**src/rtl/nrzi_encode.sv**
```systemverilog
// NRZI line encoder for the USB transmit path: encodes the stuffed bitstream onto dp/dm,
// appends the SE0/J end-of-packet sequence and returns the bus to idle J.
module nrzi_encode #(
  parameter int unsigned EOP_SE0_BITS = 2
) (
  input  logic clock,
  input  logic reset_n,
  input  logic in_bit,
  input  logic bs_sending,
  output logic dp,
  output logic dm,
  output logic nrzi_sending,
  output logic nrzi_ready,
  output logic eop_done,
  output logic overlap_err
);

  typedef enum logic [1:0] {
    ST_IDLE    = 2'd0,
    ST_SEND    = 2'd1,
    ST_EOP_SE0 = 2'd2,
    ST_EOP_J   = 2'd3
  } state_t;

  localparam logic [3:0] SE0_LAST = 4'(EOP_SE0_BITS);

  state_t     r_state;
  logic       r_level;
  logic [3:0] r_se0_cnt;
  logic       r_dp;
  logic       r_dm;
  logic       r_sending;
  logic       r_ready;
  logic       r_eop;
  logic       r_ovl;

  state_t     w_state;
  logic       w_level;
  logic [3:0] w_se0_cnt;
  logic       w_dp;
  logic       w_dm;
  logic       w_sending;
  logic       w_ready;
  logic       w_eop;
  logic       w_ovl;
  logic       w_base;
  logic       w_enc;

  // Next-state and next-output logic; every EOP cycle still runs even if data reappears.
  always_comb begin
    w_state   = r_state;
    w_level   = r_level;
    w_se0_cnt = r_se0_cnt;
    w_dp      = 1'b1;
    w_dm      = 1'b0;
    w_sending = r_sending;
    w_eop     = 1'b0;
    w_ovl     = 1'b0;
    w_base    = (r_state == ST_IDLE) ? 1'b1 : r_level;
    w_enc     = in_bit ? w_base : ~w_base;

    case (r_state)
      ST_IDLE: begin
        if (bs_sending) begin
          w_level   = w_enc;
          w_dp      = w_enc;
          w_dm      = ~w_enc;
          w_sending = 1'b1;
          w_state   = ST_SEND;
        end else begin
          w_level   = 1'b1;
          w_sending = 1'b0;
        end
      end
      ST_SEND: begin
        if (bs_sending) begin
          w_level = w_enc;
          w_dp    = w_enc;
          w_dm    = ~w_enc;
        end else begin
          w_dp      = 1'b0;
          w_dm      = 1'b0;
          w_se0_cnt = 4'd1;
          w_state   = ST_EOP_SE0;
        end
      end
      ST_EOP_SE0: begin
        w_ovl = bs_sending;
        if (r_se0_cnt < SE0_LAST) begin
          w_dp      = 1'b0;
          w_dm      = 1'b0;
          w_se0_cnt = r_se0_cnt + 4'd1;
        end else begin
          w_eop   = 1'b1;
          w_state = ST_EOP_J;
        end
      end
      ST_EOP_J: begin
        w_ovl     = bs_sending;
        w_sending = 1'b0;
        w_level   = 1'b1;
        w_state   = ST_IDLE;
      end
      default: begin
        w_sending = 1'b0;
        w_level   = 1'b1;
        w_state   = ST_IDLE;
      end
    endcase

    w_ready = (w_state == ST_IDLE);
  end

  // State and registered outputs; reset forces the line to J at once.
  always_ff @(posedge clock or negedge reset_n) begin
    if (!reset_n) begin
      r_state   <= ST_IDLE;
      r_level   <= 1'b1;
      r_se0_cnt <= 4'd0;
      r_dp      <= 1'b1;
      r_dm      <= 1'b0;
      r_sending <= 1'b0;
      r_ready   <= 1'b1;
      r_eop     <= 1'b0;
      r_ovl     <= 1'b0;
    end else begin
      r_state   <= w_state;
      r_level   <= w_level;
      r_se0_cnt <= w_se0_cnt;
      r_dp      <= w_dp;
      r_dm      <= w_dm;
      r_sending <= w_sending;
      r_ready   <= w_ready;
      r_eop     <= w_eop;
      r_ovl     <= w_ovl;
    end
  end

  assign dp           = r_dp;
  assign dm           = r_dm;
  assign nrzi_sending = r_sending;
  assign nrzi_ready   = r_ready;
  assign eop_done     = r_eop;
  assign overlap_err  = r_ovl;

endmodule

```
**config.mk**
```make
export PLATFORM = sky130hd
export DESIGN_NAME = nrzi_encode
export DESIGN_NICKNAME = d
export VERILOG_FILES = /design/src/rtl/nrzi_encode.sv
export SDC_FILE = /design/constraint.sdc
export NUM_CORES = 1
export LEC_CHECK = 0
export BUFFER_PORTS_ARGS = -buffer_cell sky130_fd_sc_hd__buf_2
export CAP_MARGIN = 0
export CELL_PAD_IN_SITES_DETAIL_PLACEMENT = 0
export CELL_PAD_IN_SITES_GLOBAL_PLACEMENT = 1
export CORE_AREA = 10 10 52 54
export DETAILED_ROUTE_END_ITERATION = 12
export DIE_AREA = 0 0 62 64
export PLACE_DENSITY_LB_ADDON = 0.1
export SETUP_SLACK_MARGIN = 0.5
export SYNTH_ARGS = -nofsm -noshare
export SYNTH_HDL_FRONTEND = slang
export SYNTH_SLANG_ARGS = --single-unit
```
**constraint.sdc**
```tcl
create_clock -name clock -period 2.1 [get_ports clock]
set_input_delay 0.105 -clock clock [delete_from_list [all_inputs] [get_ports clock]]
set_output_delay 0.105 -clock clock [all_outputs]
set_load 0.01 [all_outputs]
```
After elaboration in Yosys (flattened, before gate mapping) --
Index checks and enable logic that the tools add are counted. Widths: inputs -> output; s select.
Storage, ports and cells: register bits after elaboration 13, bits of input ports 4, output and inout bits 6
Cells by class: add/subtract/negate cells 1, order comparisons 1, equal/unequal tests 6, mux-type cells 21, bitwise operators 2, reduce and logical (&&, ||, !) cells 9
Operators with widths (count):
- $mux 1 | 11
- $mux 4 | 2
- $pmux 2 s4 | 1
- $pmux 4 s2 | 1
- $mux 2 | 3
- $ne 2x2->1 const B | 3
- $pmux 1 s3 | 2
- $add 4x1->4 const B | 1
- $eq 2x2->1 const B | 2
- $logic_not 2->1 | 2
- $lt 4x2->1 const B | 1
- $reduce_bool 2->1 | 2
- $reduce_or 2->1 | 2
- $reduce_and 3->1 | 1
- $reduce_bool 3->1 | 1
- $eq 2x1->1 const B | 1
- $not 1->1 | 2
- $pmux 1 s2 | 1
- $reduce_and 2->1 | 1

Logic depth before layout (Yosys ltp) --
depth in word-level cells 7, gate-level depth with buffers 5

Worst setup path before layout --
No wires, ideal clock.
path kind reg2reg, from reg r_state[0], to reg r_dm (netlist: dm), arrival 1.439 ns, required time 1.981 ns, path slack 0.542 ns, cell stages (with the launch flop) 6, buffers on the path 0, period minus slack after synthesis 1.558 ns, cell sequence dfrtp_1 > inv_1 > ha_1 > or3_1 > and3_1 > and2_1
On the way: longest elaborated chain between the ends 7, elaborated cells on any way between the ends 9, classes of those cells 1 x eq/ne; 4 x mux; 2 x bitwise; 2 x reduce/logical
Ends and longest elaborated chain:
- from (decl) | RTL line 27 | state_t r_state;
- from (signal assigned) | RTL line 127 | r_state <= w_state;
- $logic_not 2->1 | RTL line 59, 62
- $mux 1 | RTL line 59 | w_base = (r_state == ST_IDLE) ? 1'b1 : r_level;
- $not 1->1 | RTL line 60 | w_enc = in_bit ? w_base : ~w_base;
- $mux 1 | RTL line 60
- $not 1->1 | RTL line 67, 79
- $mux 1 | RTL line 64, 76
- $mux 1 *
- via w_dm | RTL line 41 | logic w_dm;
- to (signal assigned) | RTL line 131 | r_dm <= w_dm;
- to (decl) | RTL line 31 | logic r_dm;
The timed path passes the listed nets; every way through them passes the cells marked *. A chain may end at the register's enable or synchronous reset.

Worst setup path after layout --
from reg r_state[0], to reg r_ready (netlist: nrzi_ready)
On the way: longest elaborated chain between the ends 3, elaborated cells on any way between the ends 9, classes of those cells 3 x eq/ne; 4 x mux; 2 x reduce/logical
Ends and longest elaborated chain:
- $eq 2x2->1 (tied with other cells) | RTL line 62 | case (r_state)
- $pmux 2 s4 * | RTL line 62
- $logic_not 2->1 * | RTL line 111 | w_ready = (w_state == ST_IDLE);
- via w_ready | RTL line 43 | logic w_ready;
- to (signal assigned) | RTL line 133 | r_ready <= w_ready;
- to (decl) | RTL line 33 | logic r_ready;
Marked as above.

==> impl_metrics.tcl <==
set metrics [dict create \
    status "finished clean" \
    finClkSkew_ns 0.00192 \
    max-cap-violations 0 \
    hold_viol 0 \
    use_met3_pct 2.57 \
    hold_start "bs_sending" \
    clock.fmax_mhz 654 \
    grt_max_degree 14 \
    grt-ovfl-total 0 \
    worstSetupStartpointType "flop" \
    power_frac_comb_pct 53.6 \
    final.setup.worst_slack_ns 0.571 \
    grt_pass1_vias 498 \
    cts_made_buffers 3 \
    setup_viol 0 \
    clock-sinks 13 \
    synth_area_leaders "dfrtp_1, dfstp_2, ha_1" \
    ios 10 \
    drt-vias-per-instance 4.90 \
    drive_gt1_share_pct 28.7 \
    worst_slew_pin_slew_ns 0.343 \
    synthCells 64 \
    synth_edf_count 0 \
    die_h_um 64 \
    drtIter0Drc 12 \
    drt-wirelength-per-cell_um 13.0 \
    setup_tns_ns 0 \
    initial_core_util_pct 40.1 \
    portBuffers 9 \
    yosysMostFrequentCell "dfrtp_1" \
    sequentialPowerShare_pct 34.1 \
    p_leak_nw 0.396 \
    hp-class "in -> reg" \
    grt_use_met1_pct 10.3 \
    cp.arrival_ns 1.75 \
    finalMaxSlewViolations 0 \
    async_reset_ff_share_pct 100 \
    grt.met2_usage_pct 10.3 \
    crit_type "reg -> reg" \
    busiest_layer "met1" \
    die_area_um2 3970 \
    rows 15 \
    yosysTopAreaCellShare_pct 36.5 \
    areaGrowthSynthToFinish_pct 20.8 \
    yosysSeqAreaShare_pct 48.0 \
    routed_wl_mm 1.37 \
    yosys_warnings 0 \
    antenna_found_initial 0 \
    reg2reg_slack_ns 0.57 \
    min_to "overlap_err$_DFF_PN0_" \
    rsz0062_at_grt "no" \
    pwr-share-clk_pct 12.3 \
    worstPathMaxFanout 8 \
    period_share_pct 72.8 \
    synthFlopType "dfrtp_1" \
    place_area_um2 766 \
    core_area_um2 1710 \
    syn_nets 74 \
    synthTopCellsByCount "dfrtp_1, ha_1, a21oi_1, inv_1, nand2b_1" \
    r2r_start "r_state[0]$_DFF_PN0_" \
    yosys.area.top_type "dfrtp_1" \
    cts_tree "yes" \
    final_area_um2 828 \
    pre_cts_slack_ns 0.429 \
    drt_pass1_iterations 3 \
    htree_num_levels 1 \
    place_congestion 0.787 \
    clk_pin_slew_worst_paths_ns 0.08 \
    die_w_um 62 \
    rr_endpoint "nrzi_ready$_DFF_PN1_" \
    diodes 0 \
    clock_latency_ns 0.27 \
    synth_area_um2 686 \
    grt_pass1_wl_mm 2.32 \
    max-vdd-ir-drop_uv 591 \
    clock_path_buffers 2 \
    dpl.hpwl_mm 1.01 \
    swShare_pct 39.7 \
    reg2regPathDepth 5 \
    relSlewSlack_pct 77.1 \
    synth_cell_types 30 \
    drt.antenna.violating_nets 0 \
    p_int_mw 0.762 \
    final_nets 91 \
    cp.required_ns 2.32 \
    power.switching_mw 0.501 \
    track_usage_pct 7.65 \
    ys_ff_latch 13 \
    fin_crit_ns 1.53 \
    hold_depth 2 \
    power.density_nw_per_um2 1530 \
    endpoint_kind "flop" \
    avgSynthCellArea_um2 10.7 \
    num_vias 515 \
    post-route-util_pct 48.5 \
    drcViolationCount 0 \
    cts_root_buffer "clkbuf_4" \
]
[power by group through the flow]
stage	sequential (mW)	combinational, mW	clock, mW
2_1_floorplan	0.460	0.437	0
3_3_place_gp	0.442	0.627	0
3_5_place_dp	0.445	0.620	0
4_1_cts	0.440	0.635	0.167
5_1_grt	0.450	0.760	0.178
6_report	0.431	0.677	0.155
[final cells by class]
cell class                 count  area, um2
sequential                    13        330
clock buffer                   3       22.5
inverter                       5       18.8
multi-input combinational     45        343
timing repair buffer          13       77.6
clock inverter                 1       5.00
fill                         171        880
tap                           25       31.3
[cells by family after synthesis]
| logic type | Yosys count | synth area share (%) |
|---|---|---|
| AND/OR/NAND/NOR | 21 | 17.5 |
| multiplexers | 1 | 1.46 |
| flip-flops | 13 | 48.0 |
| AO/OA/AOI/OAI | 17 | 18.8 |
| buffers and inverters | 6 | 3.28 |
| adder cells (fa/ha/maj) | 6 | 10.9 |
[registers in the layout, summed over array words and instances, names as in the netlist]
register / count
eop_done: 1
r_state: 2
r_se0_cnt: 4
dp: 1
dm: 1
overlap_err: 1
nrzi_ready: 1
nrzi_sending: 1
r_level: 1
[what timing repair did]
| item | in CTS | in global routing |
|---|---|---|
| endpoints found under the hold margin | 13 | 0 |
| cloned | 0 | 0 |
| resized for setup | 1 | 2 |
| setup endpoints to repair | 3 | 7 |
| buffers inserted | 0 | 2 |
| hold buffers | 1 | 0 |
[metal layers]
| layer | wire [um] | part of all wire, % | vias to the layer above |
|---|---|---|---|
| met5 | 0 | 0 | - |
| met4 | 12 | 0.88 | 0 |
| met3 | 83 | 6.1 | 2 |
| met2 | 555 | 41 | 8 |
| met1 | 714 | 52 | 249 |
| li1 | - | - | 256 |
[critical path: stages (launching register included)]
cell and delay (ns):
dfrtp_1 0.38, buf_4 0.15, ha_1 0.31, or2_1 0.29, nor3_1 0.17, o22a_1 0.17
[stage by stage]
stage,hold WS [ns],std cells,total power [mW]
2_1_floorplan,-0.191,64,0.897
3_3_place_gp,0.00700,98,1.07
3_5_place_dp,0.00515,98,1.07
4_1_cts,0.143,103,1.24
5_1_grt,0.172,105,1.39
6_report,0.173,105,1.26
[worst max path at each step]
stage / from / end / slack [ns] / cells past startpoint
finish: r_state[0]$_DFF_PN0_ / nrzi_ready$_DFF_PN1_ / 0.57 / 5
global route: r_state[1]$_DFF_PN0_ / r_level$_DFFE_PN1P_ / 0.50 / 5
CTS: r_state[0]$_DFF_PN0_ / dm$_DFF_PN0_ / 0.51 / 5
detailed placement: r_state[0]$_DFF_PN0_ / dm$_DFF_PN0_ / 0.43 / 5
global placement: r_state[0]$_DFF_PN0_ / dm$_DFF_PN0_ / 0.45 / 5
floorplan: r_state[0]$_DFF_PN0_ / dm$_DFF_PN0_ / 0.54 / 5
[cells in the final DEF, fill, tap and decap left out, drive strengths merged]
| cell | count |
|---|---|
| a211oi | 1 |
| nand2b | 5 |
| a2111oi | 1 |
| and2 | 1 |
| ha | 6 |
| or3 | 1 |
| nor3 | 2 |
| a31oi | 1 |
| o21ai | 3 |
| o31a | 1 |
| clkinv | 1 |
| and3 | 1 |
| nor3b | 2 |
| mux2i | 1 |
| o22a | 1 |
| clkbuf | 3 |
| dfstp | 3 |
| o22ai | 1 |
| nand3 | 1 |
| a41oi | 1 |
| dlygate4sd3 | 1 |
| nand2 | 2 |
| nor2 | 4 |
| o21a | 1 |
| dfrtp | 10 |
| buf | 12 |
| a21oi | 5 |
| a21o | 1 |
| nor2b | 1 |
| inv | 5 |
| or2 | 1 |
(Power assumes the default switching activity.)
